`src/rtl/shift_unit_seq_if.sv`:
```
// Operand/result bundle between the ALU controller (master) and shift_unit_seq (slave).
interface shift_unit_seq_if #(
    parameter int unsigned WIDTH = 16
);
    logic [WIDTH-1:0] A;
    logic [WIDTH-1:0] B;
    logic [3:0]       ALU_FUN;
    logic             Shift_Enable;
    logic [WIDTH-1:0] Shift_OUT;
    logic             Shift_Flag;
    logic             Carry_OUT;
    logic             Shift_Err;
    logic             Busy;

    modport master (
        output A, B, ALU_FUN, Shift_Enable,
        input  Shift_OUT, Shift_Flag, Carry_OUT, Shift_Err, Busy
    );

    modport slave (
        input  A, B, ALU_FUN, Shift_Enable,
        output Shift_OUT, Shift_Flag, Carry_OUT, Shift_Err, Busy
    );
endinterface

```
`src/rtl/shift_unit_seq.sv`:
```
// Multi-cycle shifter/rotator (SRL/SLL/SRA/ROR/ROL) with start/busy/done handshake.
// Define SHIFT_UNIT_SEQ_BARREL_EN to replace the serial SHIFT loop with a one-cycle barrel shifter.
module shift_unit_seq #(
    parameter int unsigned WIDTH   = 16,
    parameter int unsigned SHAMT_W = $clog2(WIDTH),
    parameter int unsigned STEP    = 1
) (
    input logic             CLK,
    input logic             RST,
    shift_unit_seq_if.slave bus
);

    typedef enum logic [1:0] {StIdle, StShift, StDone} state_e;

    localparam logic [2:0] ModeSrl = 3'd0;
    localparam logic [2:0] ModeSll = 3'd1;
    localparam logic [2:0] ModeSra = 3'd2;
    localparam logic [2:0] ModeRor = 3'd3;
    localparam logic [2:0] ModeRol = 3'd4;

    state_e           state_q;
    logic [WIDTH-1:0] work_q;
    logic [2:0]       mode_q;
    logic             carry_q;

    logic [SHAMT_W-1:0] amt;
    logic [2:0]         fun;
    logic               unused_bits;

    assign amt         = bus.B[SHAMT_W-1:0];
    assign fun         = bus.ALU_FUN[2:0];
    assign unused_bits = ^{bus.B[WIDTH-1:SHAMT_W], bus.ALU_FUN[3]};

    // One-position step; MSB of the result is the bit that left the word.
    function automatic logic [WIDTH:0] shift1(input logic [2:0] mode, input logic [WIDTH-1:0] w);
        logic [WIDTH:0] r;
        case (mode)
            ModeSrl: r = {w[0], 1'b0, w[WIDTH-1:1]};
            ModeSll: r = {w[WIDTH-1], w[WIDTH-2:0], 1'b0};
            ModeSra: r = {w[0], w[WIDTH-1], w[WIDTH-1:1]};
            ModeRor: r = {w[0], w[0], w[WIDTH-1:1]};
            ModeRol: r = {w[WIDTH-1], w[WIDTH-2:0], w[WIDTH-1]};
            default: r = {1'b0, w};
        endcase
        return r;
    endfunction

`ifdef SHIFT_UNIT_SEQ_BARREL_EN
    logic [WIDTH-1:0] bar_work;
    logic             bar_carry;

    always_comb begin
        bar_work  = bus.A;
        bar_carry = 1'b0;
        for (int i = 0; i < int'(WIDTH) - 1; i++) begin
            if (i < int'(amt)) begin
                {bar_carry, bar_work} = shift1(fun, bar_work);
            end
        end
    end
`else
    localparam logic [SHAMT_W-1:0] StepAmt = SHAMT_W'(STEP);

    logic [SHAMT_W-1:0] rem_q;
    logic [SHAMT_W-1:0] rem_next;
    logic [WIDTH-1:0]   step_work;
    logic               step_carry;

    // Apply min(STEP, remaining) single-bit steps this cycle.
    always_comb begin
        step_work  = work_q;
        step_carry = carry_q;
        for (int i = 0; i < int'(STEP); i++) begin
            if (i < int'(rem_q)) begin
                {step_carry, step_work} = shift1(mode_q, step_work);
            end
        end
        rem_next = (rem_q > StepAmt) ? (rem_q - StepAmt) : '0;
    end
`endif

    always_ff @(posedge CLK) begin
        if (RST) begin
            state_q        <= StIdle;
            work_q         <= '0;
            mode_q         <= '0;
            carry_q        <= 1'b0;
`ifndef SHIFT_UNIT_SEQ_BARREL_EN
            rem_q          <= '0;
`endif
            bus.Shift_OUT  <= '0;
            bus.Shift_Flag <= 1'b0;
            bus.Carry_OUT  <= 1'b0;
            bus.Shift_Err  <= 1'b0;
            bus.Busy       <= 1'b0;
        end else begin
            bus.Shift_Flag <= 1'b0;
            case (state_q)
                StIdle: begin
                    if (bus.Shift_Enable) begin
                        mode_q   <= fun;
                        bus.Busy <= 1'b1;
`ifdef SHIFT_UNIT_SEQ_BARREL_EN
                        work_q   <= bar_work;
                        carry_q  <= bar_carry;
                        state_q  <= StDone;
`else
                        work_q   <= bus.A;
                        carry_q  <= 1'b0;
                        rem_q    <= amt;
                        if (amt == '0 || fun > ModeRol) begin
                            state_q <= StDone;
                        end else begin
                            state_q <= StShift;
                        end
`endif
                    end
                end
`ifndef SHIFT_UNIT_SEQ_BARREL_EN
                StShift: begin
                    work_q  <= step_work;
                    carry_q <= step_carry;
                    rem_q   <= rem_next;
                    if (rem_next == '0) begin
                        state_q <= StDone;
                    end
                end
`endif
                StDone: begin
                    // Illegal modes report a zero result and no carry.
                    bus.Shift_OUT  <= (mode_q > ModeRol) ? '0 : work_q;
                    bus.Carry_OUT  <= (mode_q > ModeRol) ? 1'b0 : carry_q;
                    bus.Shift_Err  <= (mode_q > ModeRol);
                    bus.Shift_Flag <= 1'b1;
                    bus.Busy       <= 1'b0;
                    state_q        <= StIdle;
                end
                default: begin
                    state_q  <= StIdle;
                    bus.Busy <= 1'b0;
                end
            endcase
        end
    end

endmodule

```
`src/flat_wrapper.sv`:
```
// flat-port wrapper written by rule: the top's interface ports become plain ports
module shift_unit_seq_flat 
#(
    parameter int unsigned WIDTH   = 16,
    parameter int unsigned SHAMT_W = $clog2(WIDTH),
    parameter int unsigned STEP    = 1
)
  (CLK, RST, bus_A, bus_B, bus_ALU_FUN, bus_Shift_Enable, bus_Shift_OUT, bus_Shift_Flag, bus_Carry_OUT, bus_Shift_Err, bus_Busy);
  shift_unit_seq_if #(.WIDTH(WIDTH)) bus_i ();
  input logic CLK;
  input logic RST;
  input wire logic [$bits(bus_i.A)-1:0] bus_A;
  input wire logic [$bits(bus_i.B)-1:0] bus_B;
  input wire logic [$bits(bus_i.ALU_FUN)-1:0] bus_ALU_FUN;
  input wire logic [$bits(bus_i.Shift_Enable)-1:0] bus_Shift_Enable;
  output wire logic [$bits(bus_i.Shift_OUT)-1:0] bus_Shift_OUT;
  output wire logic [$bits(bus_i.Shift_Flag)-1:0] bus_Shift_Flag;
  output wire logic [$bits(bus_i.Carry_OUT)-1:0] bus_Carry_OUT;
  output wire logic [$bits(bus_i.Shift_Err)-1:0] bus_Shift_Err;
  output wire logic [$bits(bus_i.Busy)-1:0] bus_Busy;
  assign bus_i.A = bus_A;
  assign bus_i.B = bus_B;
  assign bus_i.ALU_FUN = bus_ALU_FUN;
  assign bus_i.Shift_Enable = bus_Shift_Enable;
  assign bus_Shift_OUT = bus_i.Shift_OUT;
  assign bus_Shift_Flag = bus_i.Shift_Flag;
  assign bus_Carry_OUT = bus_i.Carry_OUT;
  assign bus_Shift_Err = bus_i.Shift_Err;
  assign bus_Busy = bus_i.Busy;
  shift_unit_seq #(.WIDTH(WIDTH), .SHAMT_W(SHAMT_W), .STEP(STEP)) u_core (.CLK(CLK), .RST(RST), .bus(bus_i));
endmodule
```
`config.mk`:
```
export PLATFORM = sky130hd
export DESIGN_NAME = shift_unit_seq_flat
export DESIGN_NICKNAME = d
export VERILOG_FILES = /design/src/rtl/shift_unit_seq_if.sv /design/src/rtl/shift_unit_seq.sv /design/src/flat_wrapper.sv
export SDC_FILE = /design/constraint.sdc
export NUM_CORES = 1
export LEC_CHECK = 0
export ABC_AREA = 1
export ABC_CLOCK_PERIOD_IN_PS = 1600
export CORE_UTILIZATION = 48
export DETAILED_ROUTE_END_ITERATION = 8
export PLACE_DENSITY = 0.79
export SLEW_MARGIN = 15
export SYNTH_ARGS = -nofsm -noshare
export SYNTH_HDL_FRONTEND = slang
export SYNTH_SLANG_ARGS = --single-unit
```
`constraint.sdc`:
```
create_clock -name CLK -period 1.6 [get_ports CLK]
set_input_delay 0.16 -clock CLK [delete_from_list [all_inputs] [get_ports CLK]]
set_output_delay 0.16 -clock CLK [all_outputs]
set_load 0.005 [all_outputs]
```
* After elaboration in Yosys (flattened, before gate mapping)
Index checks and enable logic that the tools add are counted.
** Storage, ports and cells
- Bits in registers :: 46
- Input port bits :: 39
- Output and inout bits :: 20
- Word-level logic and storage cells :: 61
** Operators by class
- Add/subtract/negate cells :: 1
- $lt $le $gt $ge :: 4
- Equal/unequal tests :: 12
- Mux-type cells :: 19
- Bitwise logic cells :: 1
- Reductions and logical operators :: 13
** Operators with widths (number)
- case mux 17 bit (5 select lines) :: 1
- two-way mux 16 bit :: 3
- case mux 16 bit (2 select lines) :: 1
- zero test 4 bit :: 2
- two-way mux 4 bit :: 2
- case mux 4 bit (2 select lines) :: 1
- AND reduction 2 bit :: 4
- == test 3 x 2 -> 1 bit (second input constant) :: 2
- greater-than comparator 3 bit (second input constant) :: 2
- two-way mux 2 bit :: 3
- != test 6 bit (second input constant) :: 1
- two-way mux 1 bit :: 5
- != test 5 bit (second input constant) :: 1
- AND reduction 5 bit :: 1
- greater-than comparator 4 x 1 -> 1 bit (second input constant) :: 1
- < comparator 1 x 4 -> 1 bit (first input constant) :: 1
- != test 2 x 1 -> 1 bit (second input constant) :: 2
- != test 2 bit (second input constant) :: 2
- case mux 1 bit (2 select lines) :: 2
- case mux 2 bit (2 select lines) :: 1
- AND reduction 4 bit :: 1
- subtractor 4 x 1 -> 4 bit (second input constant) :: 1
- == test 3 x 1 -> 1 bit (second input constant) :: 1
- == test 3 bit (second input constant) :: 1
- other kinds (8) :: 8

* Depth between registers and ports, before layout
Gate-level depths: netlist of run 1.
- Depth in word-level cells :: 5
- Mapped depth :: 9
- Mapped depth without buffers :: 9

* Least setup slack after synthesis of run 1
Ideal clock, no wire load.
- Kind :: register -> register
- Start :: register u_core.rem_q[0]
- End :: register u_core.work_q[10]
- Library setup time :: 0.115 ns
- Arrival :: 1.207 ns
- Data required time :: 1.485 ns
- Setup slack :: 0.279 ns
- Stages on the path, launching flop included :: 10
- Path buffers :: 1
- Period minus slack after synthesis :: 1.321 ns
- Path through :: dfxtp_1 -> inv_1 -> ha_1 -> nand3_2 -> nand2_4 -> nor2_4 -> buf_6 -> nand2_1 -> nor2_1 -> nor2_1
** Between the ends
- Longest elaborated chain between the ends :: 3
** RTL lines
- start, declared :: line shift_unit_seq.sv:64 : logic [SHAMT_W-1:0] rem_q;
- start signal, assigned :: line shift_unit_seq.sv:110 : rem_q <= amt;
- start signal, assigned :: line shift_unit_seq.sv:123 : rem_q <= rem_next;
- < comparator 1 x 4 -> 1 bit :: line shift_unit_seq.sv:74 : if (i < int'(rem_q)) begin
- != test 2 x 1 -> 1 bit (no line)
- AND reduction 4 bit (no line)
- end signal, assigned :: line shift_unit_seq.sv:108 : work_q <= bus.A;
- end signal, assigned :: line shift_unit_seq.sv:121 : work_q <= step_work;
- end, declared :: line shift_unit_seq.sv:22 : logic [WIDTH-1:0] work_q;
No other way between the ends.
A chain may end at the register's enable or synchronous reset.

* Worst setup path after layout of run 1
- Start :: register u_core.rem_q[0]
- End :: register u_core.work_q[4]
The elaborated chain is that of the path after synthesis.

==> flow_summary.toml, run 1 <==
[die]
start_util_pct = 50.87
placementRows = 24
die-area_um2 = 4989
core-area_um2 = 4444
ios = 59
die_w_um = 70.63
die_y_um = 70.63

[cts]
cts-htree-levels = 2
cts.clk_slew.worst_paths_ns = 0.09
clkLatencyLatePin_ns = 0.30
cts_tree = "built"
numCtsBuffers = 5
post_cts_buffers = 0
cts_buffer_depth = 2
cts_sinks = 46
cts_root_buffer = "clkbuf_8"

[yosys]
synth_commonest_cells = "122 x nand2_1, 46 x dfxtp_1, 44 x nor2_1"
ys_seq_elements = 46
synth_top_flop_cell = "dfxtp_1"
synth_area_leaders = "dfxtp_1 41%, nand2_1 20%, a21oi_1 9.1%"
syn_area_um2 = 2261
post-synth-top-count-cell = "nand2_1"
yosys.area.top_type = "dfxtp_1"
ys.warnings.count = 0
synth.net_count = 380
ys_types = 26
synth-edff-count = 0
synth_cells = 339
synth_area_per_cell_um2 = 6.669
yosysSeqAreaShare_pct = 40.73
synthArstFlopShare_pct = 0
synth.top_cell.area_share_pct = 40.73

[cells_and_area]
area_growth_pct = 27.45
final_nets = 425
nFillCells = 401
regArea_um2 = 922.1
multiInputGateArea_um2 = 1181
diodes = 0
drive_gt1_share_pct = 8.831
final_area_um2 = 2882
fin_util_pct = 64.84

[hold_path]
hold_class = "flop to flop"
holdCritStartpoint = "u_core.bus.Shift_OUT[11]"
min_path_cells = 2
min_to = "u_core.bus.Shift_OUT[11]"

[sta]
fin_skew_ns = 0.004785
fin_tns_setup_ns = 0
timing.final.hold_violations = 0
slew_viol_final = 0
tightest_slew_ns = 0.6545
period_minus_slack_ns = 1.442
setup_ws_ns = 0.1582
post-route-period-util_pct = 90.12
setup_viol = 0
fmax_mhz = 693.6
rsz0062_at_grt = "false"
relSlewSlack_pct = 56.32

[global_route]
globalRouteTotalUtil_pct = 21.61
antenna_found_initial = 0
grt_max_degree = 35
grt.overflow.total = 0
grt_pass1_vias = 2051
grt_first_pass_wirelength_um = 8825

[critical_path]
end_kind = "flop"
critPathKind = "flop to flop"
arrival_ns = 1.64
cp_data_required_time_ns = 1.79
cp_max_fo = 17
startpoint_type = "flop"
rr_startpoint = "u_core.rem_q[0]"
worstReg2RegEnd = "u_core.work_q[4]"
rrSetupSlack_ns = 0.16
ff2ff_path_depth = 9

[placement]
place_worst_setup_slack_ns = 0.05486
gp_congestion = 0.8855
dp_hpwl_um = 3640
portBuffers = 45
placed_cell_area_um2 = 2764

[power]
pwr-share-clk_pct = 27.6
internal-power_mw = 2.103
net-switching-power_mw = 1.025
seqPwrFrac_pct = 45.2
ir_drop_v = 0.0004135
swShare_pct = 32.76
finalPower_mw = 3.127
power_density_nw_per_um2 = 1085
p_comb_share_pct = 27.2
p_leak_nw = 1.136

[route]
drtIter0Drc = 152
vias = 2217
dr.pass1.iters = 7
drtAntennaViolNets = 0
wl_per_cell_um = 11.83
drc_errors = 6
drt-vias-per-instance = 5.073
wl_um = 5171

[outcome]
violations = "design-rule violations"
status = "complete, but fails checks"

[run]
cap_viol_max_count = 0
[registers in the layout, summed over array words and instances, names as in the netlist]
register and cells:
u_core.bus.Carry_OUT 1, u_core.work_q 16, u_core.bus.Shift_Err 1, u_core.bus.Busy 1
u_core.state_q 2, u_core.rem_q 4, u_core.mode_q 3, u_core.bus.Shift_OUT 16
u_core.carry_q 1, u_core.bus.Shift_Flag 1
[per-stage QoR]
stage	hold slack [ns]	instances
CTS	0.4682	437
detailed placement	0.4538	429
global placement	0.4485	429
finish	0.4656	437
global route	0.4854	437
floorplan	0.2291	339
[timing repair]
item | CTS | global route
endpoints found under the hold margin | 0 | 0
hold buffers | 0 | 0
endpoints found under the setup margin | 0 | 16
gates resized for setup | 0 | 2
[power groups by stage]
stage          combinational, mW  sequential, mW  clock, mW
2_1_floorplan              0.603            1.40          0
3_3_place_gp               0.822            1.43          0
3_5_place_dp               0.841            1.44          0
4_1_cts                    0.846            1.41      0.873
5_1_grt                    0.961            1.43      0.931
6_report                   0.850            1.41      0.862
[cell usage in the layout, fill, tap and decap left out]
master	netlist	layout
a21oi_1	41	41
a21oi_4	1	1
a31oi_1	2	2
buf_12	0	2
buf_4	2	5
bufinv_16	0	1
clkbuf_8	1	5
clkdlybuf4s50_1	0	45
clkinv_1	1	1
clkinvlp_4	0	2
dfxtp_1	46	45
dfxtp_2	0	1
ha_1	2	1
ha_2	0	1
inv_1	14	14
inv_2	4	4
nand2_1	122	122
nand2_2	3	3
nand2_4	3	3
nand3_1	6	6
nand3_2	1	1
nand4_1	2	2
nor2_1	44	44
nor2_2	2	2
nor2_4	3	3
o211ai_1	2	2
o21ai_0	10	10
o21ai_1	16	16
[how the worst max path moves through the flow]
| stage | from | to | depth (start not counted) |
|---|---|---|---|
| finish | u_core.rem_q[0] | u_core.work_q[4] | 9 |
| global route | u_core.rem_q[0] | u_core.work_q[6] | 9 |
| CTS | u_core.rem_q[0] | u_core.work_q[4] | 9 |
| detailed placement | bus_Shift_Enable | u_core.work_q[4] | 9 |
| global placement | bus_Shift_Enable | u_core.work_q[4] | 9 |
| floorplan | u_core.rem_q[0] | u_core.work_q[10] | 9 |
[critical path, stage by stage (launching register included)]
cell     delay (ns)
dfxtp_2        0.37
inv_1          0.08
ha_2           0.22
nand3_2        0.10
nand2_4        0.07
nor2_4         0.14
buf_12         0.16
nand2_1        0.06
nor2_1         0.11
nor2_1         0.04
[routing by layer]
layer	up-vias	track usage, %	part of all wire, %
met5	-	0	0
met4	0	6.222	1.2
met3	7	3.419	5.3
met2	63	35.81	44
met1	971	29.35	50
li1	1176	-	-
[layout make-up]
type                       count  share of cell area [%]
multi-input combinational    260                   40.99
tap                           52                   2.258
timing repair buffer          52                   18.32
clock buffer                   5                   2.388
inverter                      19                   2.475
sequential                    46                   32.00
clock inverter                 3                   1.563
[logic make-up (layout without fill, tap and decap cells)]
logic type / Yosys count / in the layout / synth area share (%)
compound gates: 72 / 72 / 16.77
fa+ha+maj: 2 / 2 / 1.107
buf+inv: 33 / 79 / 7.138
flops: 46 / 46 / 40.73
simple gates: 186 / 186 / 34.26
(Power assumes the default switching activity.)
==> run 2, diff against run 1 <==
--- a/config.mk
+++ b/config.mk
@@ -6,10 +6,10 @@
 export NUM_CORES = 1
 export LEC_CHECK = 0
 export ABC_AREA = 1
-export ABC_CLOCK_PERIOD_IN_PS = 1600
-export CORE_UTILIZATION = 48
+export ABC_CLOCK_PERIOD_IN_PS = 1200
+export CORE_UTILIZATION = 44
 export DETAILED_ROUTE_END_ITERATION = 8
-export PLACE_DENSITY = 0.79
+export PLACE_DENSITY = 0.76
 export SLEW_MARGIN = 15
 export SYNTH_ARGS = -nofsm -noshare
 export SYNTH_HDL_FRONTEND = slang
==> constraint.sdc (replaced) <==
create_clock -name CLK -period 1.2 [get_ports CLK]
set_input_delay 0.12 -clock CLK [delete_from_list [all_inputs] [get_ports CLK]]
set_output_delay 0.12 -clock CLK [all_outputs]
set_load 0.005 [all_outputs]
==> run 2 against run 1 <==
  * The run ends with negative setup slack left
  * Clock skew increased by 0.0041 ns
  * Critical endpoint is now u_core.work_q[2]
  * Critical path depth decreased by 1
  * Global-route usage increased by 1.2 points
==> flow_summary.toml, run 2 (synthesis results as in run 1) <==
[outcome]
status = "complete, but fails checks"
violations = "negative setup slack"

[route]
wl_per_cell_um = 12.36
vias = 2433
dr.pass1.iters = 4
wl_um = 6032
drtAntennaViolNets = 0
drtIter0Drc = 172
drt-vias-per-instance = 4.986
drc_errors = 0

[die]
die_w_um = 73.68
die_y_um = 73.68
start_util_pct = 46.63
placementRows = 25
die-area_um2 = 5429
ios = 59
core-area_um2 = 4848

[cts]
clkLatencyLatePin_ns = 0.30
cts-htree-levels = 2
cts_tree = "built"
cts_buffer_depth = 2
cts_sinks = 46
numCtsBuffers = 5
cts.clk_slew.worst_paths_ns = 0.09
cts_root_buffer = "clkbuf_8"

[critical_path]
crit_end = "u_core.work_q[2]"
critPathKind = "flop to flop"
ff2ff_path_depth = 8
end_kind = "flop"
cp_max_fo = 15
rrSetupSlack_ns = -0.15
arrival_ns = 1.56
startpoint_type = "flop"
cp_data_required_time_ns = 1.41
rr_startpoint = "u_core.state_q[0]"
worstReg2RegEnd = "u_core.work_q[2]"
cp-startpoint = "u_core.state_q[0]"

[cells_and_area]
regArea_um2 = 952.2
final_common_cell = "nand2_1"
final_cell_mix = "116 x nand2_1, 39 x a21oi_1, 36 x nor2_1"
multiInputGateArea_um2 = 1323
final_nets = 461
final_cell_count_no_fill = 488
nFillCells = 398
diodes = 0
top_regs = "u_core.bus.Shift_OUT (16), u_core.work_q (16), u_core.rem_q (4)"
area_growth_pct = 48.53
fin_util_pct = 69.26
drive_gt1_share_pct = 28.50

[sta]
fin_skew_ns = 0.008902
setup_ws_ns = -0.1542
timing.final.hold_violations = 0
fin_tns_setup_ns = -2.416
fmax_mhz = 738.5
relSlewSlack_pct = 79.98
slew_viol_final = 0
period_minus_slack_ns = 1.354
tightest_slew_ns = 0.2971
post-route-period-util_pct = 112.8
rsz0062_at_grt = "true"
setup_viol = 20

[placement]
dp_cells = 466
portBuffers = 45
gp_congestion = 0.8075
dp_hpwl_um = 3936

[global_route]
antenna_found_initial = 0
grt_pass1_vias = 2137
grt.overflow.total = 0
globalRouteTotalUtil_pct = 22.83
grt_first_pass_wirelength_um = 9515
grt_max_degree = 33

[hold_path]
hold_class = "input port to flop"
min_path_cells = 3

[run]
cap_viol_max_count = 0

[power]
ir_drop_v = 0.0007321
p_leak_nw = 1.465
power_density_nw_per_um2 = 1365
run 2: cell types whose count changed in the layout (fill, tap and decap cells not counted), sizes merged:
cell and delta:
clkbuf +3, clkinvlp -1, clkdlybuf4s50 -20, buf +34, nand2 +1, bufinv -1, dlygate4sd2 +20
run 2: worst min path at each step:
stage,startpoint,to
2_1_floorplan,RST,u_core.rem_q[0]
3_3_place_gp,u_core.bus.Shift_OUT[8],u_core.bus.Shift_OUT[8]
3_5_place_dp,u_core.bus.Shift_OUT[10],u_core.bus.Shift_OUT[10]
4_1_cts,bus_B[0],u_core.rem_q[0]
5_1_grt,bus_B[0],u_core.rem_q[0]
6_report,bus_B[0],u_core.rem_q[0]
run 2: area by class of cell:
cell class              instances  share of cell area [%]
inverters                      19                   2.385
flip-flops and latches         46                   28.35
multi-input cells             261                   39.38
repair buffers                 87                   24.25
clock buffers                   7                   2.906
well taps                      67                   2.496
clock inverters                 1                  0.2235
run 2: through the flow:
step / instance area, um2 / power (mW) / setup slack (ns) / hold slack (ns)
2_1_floorplan: 2291 / 2.687 / -0.04657 / 0.1820
3_3_place_gp: 2990 / 3.176 / -0.2370 / 0.4513
3_5_place_dp: 2990 / 3.207 / -0.2516 / 0.4531
4_1_cts: 3187 / 4.349 / -0.1248 / 0.4111
5_1_grt: 3358 / 4.844 / -0.2504 / 0.4421
6_report: 3358 / 4.584 / -0.1542 / 0.4123
run 2: worst max-delay path: stages (launching register included):
cell and delay [ns]:
dfxtp_4 0.40, inv_2 0.05, nor2_4 0.18, nand2_2 0.10, nor2_4 0.10, nor2_4 0.06, clkbuf_16 0.17, o21ai_1 0.13
nor2_1 0.06
run 2: per-layer routing:
layer	share of wire (%)	routed length, um	vias to the layer above	global-route usage, %
li1	-	-	1249	-
met5	0	0	-	0
met4	0.98	59	0	6.197
met3	5.5	329	6	4.115
met2	50	2988	83	38.12
met1	44	2654	1095	30.15
run 2: timing repair:
item / CTS / global route
hold buffers: 0 / 0
cloned: 0 / 2
resized for setup: 52 / 37
setup buffers: 8 / 4
endpoints found under the setup margin: 59 / 41
pin swaps: 7 / 20
run 2: power breakdown:
part,total [mW],internal (mW),switching (mW)
combinational,1.58,0.758,0.825
clock,1.09,0.539,0.553
sequential,1.91,1.71,0.202
total,4.58,3.00,1.58
==> run 3, diff against run 2 <==
--- a/config.mk
+++ b/config.mk
@@ -7,10 +7,12 @@
 export LEC_CHECK = 0
 export ABC_AREA = 1
 export ABC_CLOCK_PERIOD_IN_PS = 1200
-export CORE_UTILIZATION = 44
+export CELL_PAD_IN_SITES_DETAIL_PLACEMENT = 1
+export CELL_PAD_IN_SITES_GLOBAL_PLACEMENT = 1
+export CORE_ASPECT_RATIO = 0.5
+export CORE_UTILIZATION = 30
 export DETAILED_ROUTE_END_ITERATION = 8
-export PLACE_DENSITY = 0.76
-export SLEW_MARGIN = 15
+export PLACE_DENSITY_LB_ADDON = 0.1
 export SYNTH_ARGS = -nofsm -noshare
 export SYNTH_HDL_FRONTEND = slang
 export SYNTH_SLANG_ARGS = --single-unit
==> run 3 against run 2 <==
  * The run ends with design-rule violations, negative setup slack left
  * Power up 14%
  * Non-clock buffer count up 4
  * Worst setup slack worse by 0.075 ns
==> flow_summary.toml, run 3 (synthesis results as in run 1) <==
[critical_path]
cp-startpoint = "u_core.state_q[1]"
cp_data_required_time_ns = 1.39
rr_startpoint = "u_core.state_q[1]"
rrSetupSlack_ns = -0.23
worstReg2RegEnd = "u_core.work_q[3]"
cp_max_fo = 6
ff2ff_path_depth = 9
end_kind = "flop"
critPathKind = "flop to flop"
startpoint_type = "flop"
arrival_ns = 1.62

[placement]
gp_congestion = 0.7909
portBuffers = 45
dp_hpwl_um = 5099
place_worst_setup_slack_ns = -0.3355

[sta]
setup_viol = 40
whs_ns = 0.4541
tightest_slew_ns = 0.2813
fmax_mhz = 699.7
post-route-period-util_pct = 119.1
relSlewSlack_pct = 81.24
slew_viol_final = 0
rsz0062_at_grt = "true"
fin_tns_setup_ns = -4.965
setup_ws_ns = -0.2292
period_minus_slack_ns = 1.429
fin_skew_ns = 0.002619
timing.final.hold_violations = 0

[global_route]
grt_pass1_vias = 2543
grt_first_pass_wirelength_um = 12430
grt_max_degree = 24
globalRouteTotalUtil_pct = 19.90
antenna_found_initial = 0
grt.overflow.total = 0

[cts]
cts_buffer_depth = 2
clkLatencyLatePin_ns = 0.29
cts_tree = "built"
cts_root_buffer = "clkbuf_16"
cts.clk_slew.worst_paths_ns = 0.07
numCtsBuffers = 5
cts_sinks = 46
cts-htree-levels = 2

[cells_and_area]
fin_util_pct = 50.84
drive_gt1_share_pct = 28.24
nFillCells = 873
final_nets = 465
diodes = 0
area_growth_pct = 57.17
final_cell_mix = "112 x nand2_1, 38 x a21oi_1, 38 x dfxtp_1"
final_common_cell = "nand2_1"
top_regs = "u_core.bus.Shift_OUT (16), u_core.work_q (16), u_core.rem_q (4)"

[route]
drtIter0Drc = 147
drtAntennaViolNets = 0
vias = 2524
drc_errors = 2
wl_per_cell_um = 15.12
drt-vias-per-instance = 4.882
wl_um = 7818
dr.pass1.iters = 6

[outcome]
violations = "design-rule violations, negative setup slack"
status = "complete, but fails checks"

[hold_path]
hold_class = "input port to flop"
min_path_cells = 3
min_to = "u_core.rem_q[0]"
holdCritStartpoint = "bus_B[0]"

[die]
ios = 59
core-area_um2 = 6989
die-area_um2 = 7909
start_util_pct = 32.35
placementRows = 21
die_w_um = 124.8
die_y_um = 63.39

[power]
power_density_nw_per_um2 = 1475
p_leak_nw = 1.540
ir_drop_v = 0.0006552
finalPower_mw = 5.240

[run]
cap_viol_max_count = 0
[run 3: worst max-delay path by stage]
stage / endpoint / slack, ns / depth (start not counted)
3_5_place_dp: u_core.work_q[7] / -0.34 / 9
5_1_grt: u_core.work_q[3] / -0.29 / 9
3_3_place_gp: u_core.work_q[6] / -0.29 / 9
4_1_cts: u_core.work_q[7] / -0.20 / 9
2_1_floorplan: u_core.work_q[0] / -0.05 / 9
6_report: u_core.work_q[3] / -0.23 / 9
[run 3: cell type report]
class	count	area, um2	area share, %
clock buffer	6	138.9	3.908
clock inverter	2	11.26	0.3169
inverter	19	80.08	2.254
multi-input combinational	261	1368	38.49
sequential	46	938.4	26.41
tap	92	115.1	3.239
timing repair buffer	91	902.1	25.39
[run 3: worst max-delay path: stages (launching register included)]
cell and delay, ns:
dfxtp_4 0.37, nor2_4 0.15, nand2_4 0.08, nand2_4 0.07, nand2_4 0.05, nor2_4 0.23
buf_6 0.17, nand2_1 0.05, nor2_1 0.10, nor2_1 0.05
[run 3: repair_timing]
| action | 4_1_cts | 5_1_grt |
|---|---|---|
| setup endpoints to repair | 59 | 41 |
| pin swaps | 14 | 21 |
| setup buffers | 6 | 8 |
| cloned | 1 | 1 |
| hold buffers | 0 | 0 |
| gates resized for setup | 65 | 26 |
[run 3: per-stage QoR]
step | instances | instance area, um2
after global placement | 494 | 3094
after detailed placement | 494 | 3094
after floorplan | 339 | 2291
final | 517 | 3553
after CTS | 509 | 3400
after global routing | 517 | 3553
[run 3: per-layer routing]
layer  routed length [um]  track usage [%]  vias up
li1                     -                -     1262
met1                 3615            24.12     1209
met2                 3870            36.52       43
met3                  260            4.248       10
met4                   72            4.012        0
met5                    0                0        -
[run 3: power breakdown]
group | leakage, nW | internal [mW] | total, mW | switching [mW]
sequential | 0.381 | 1.71 | 1.90 | 0.194
combinational | 1.08 | 0.896 | 1.86 | 0.969
clock | 0.0772 | 0.829 | 1.48 | 0.647
total | 1.54 | 3.43 | 5.24 | 1.81
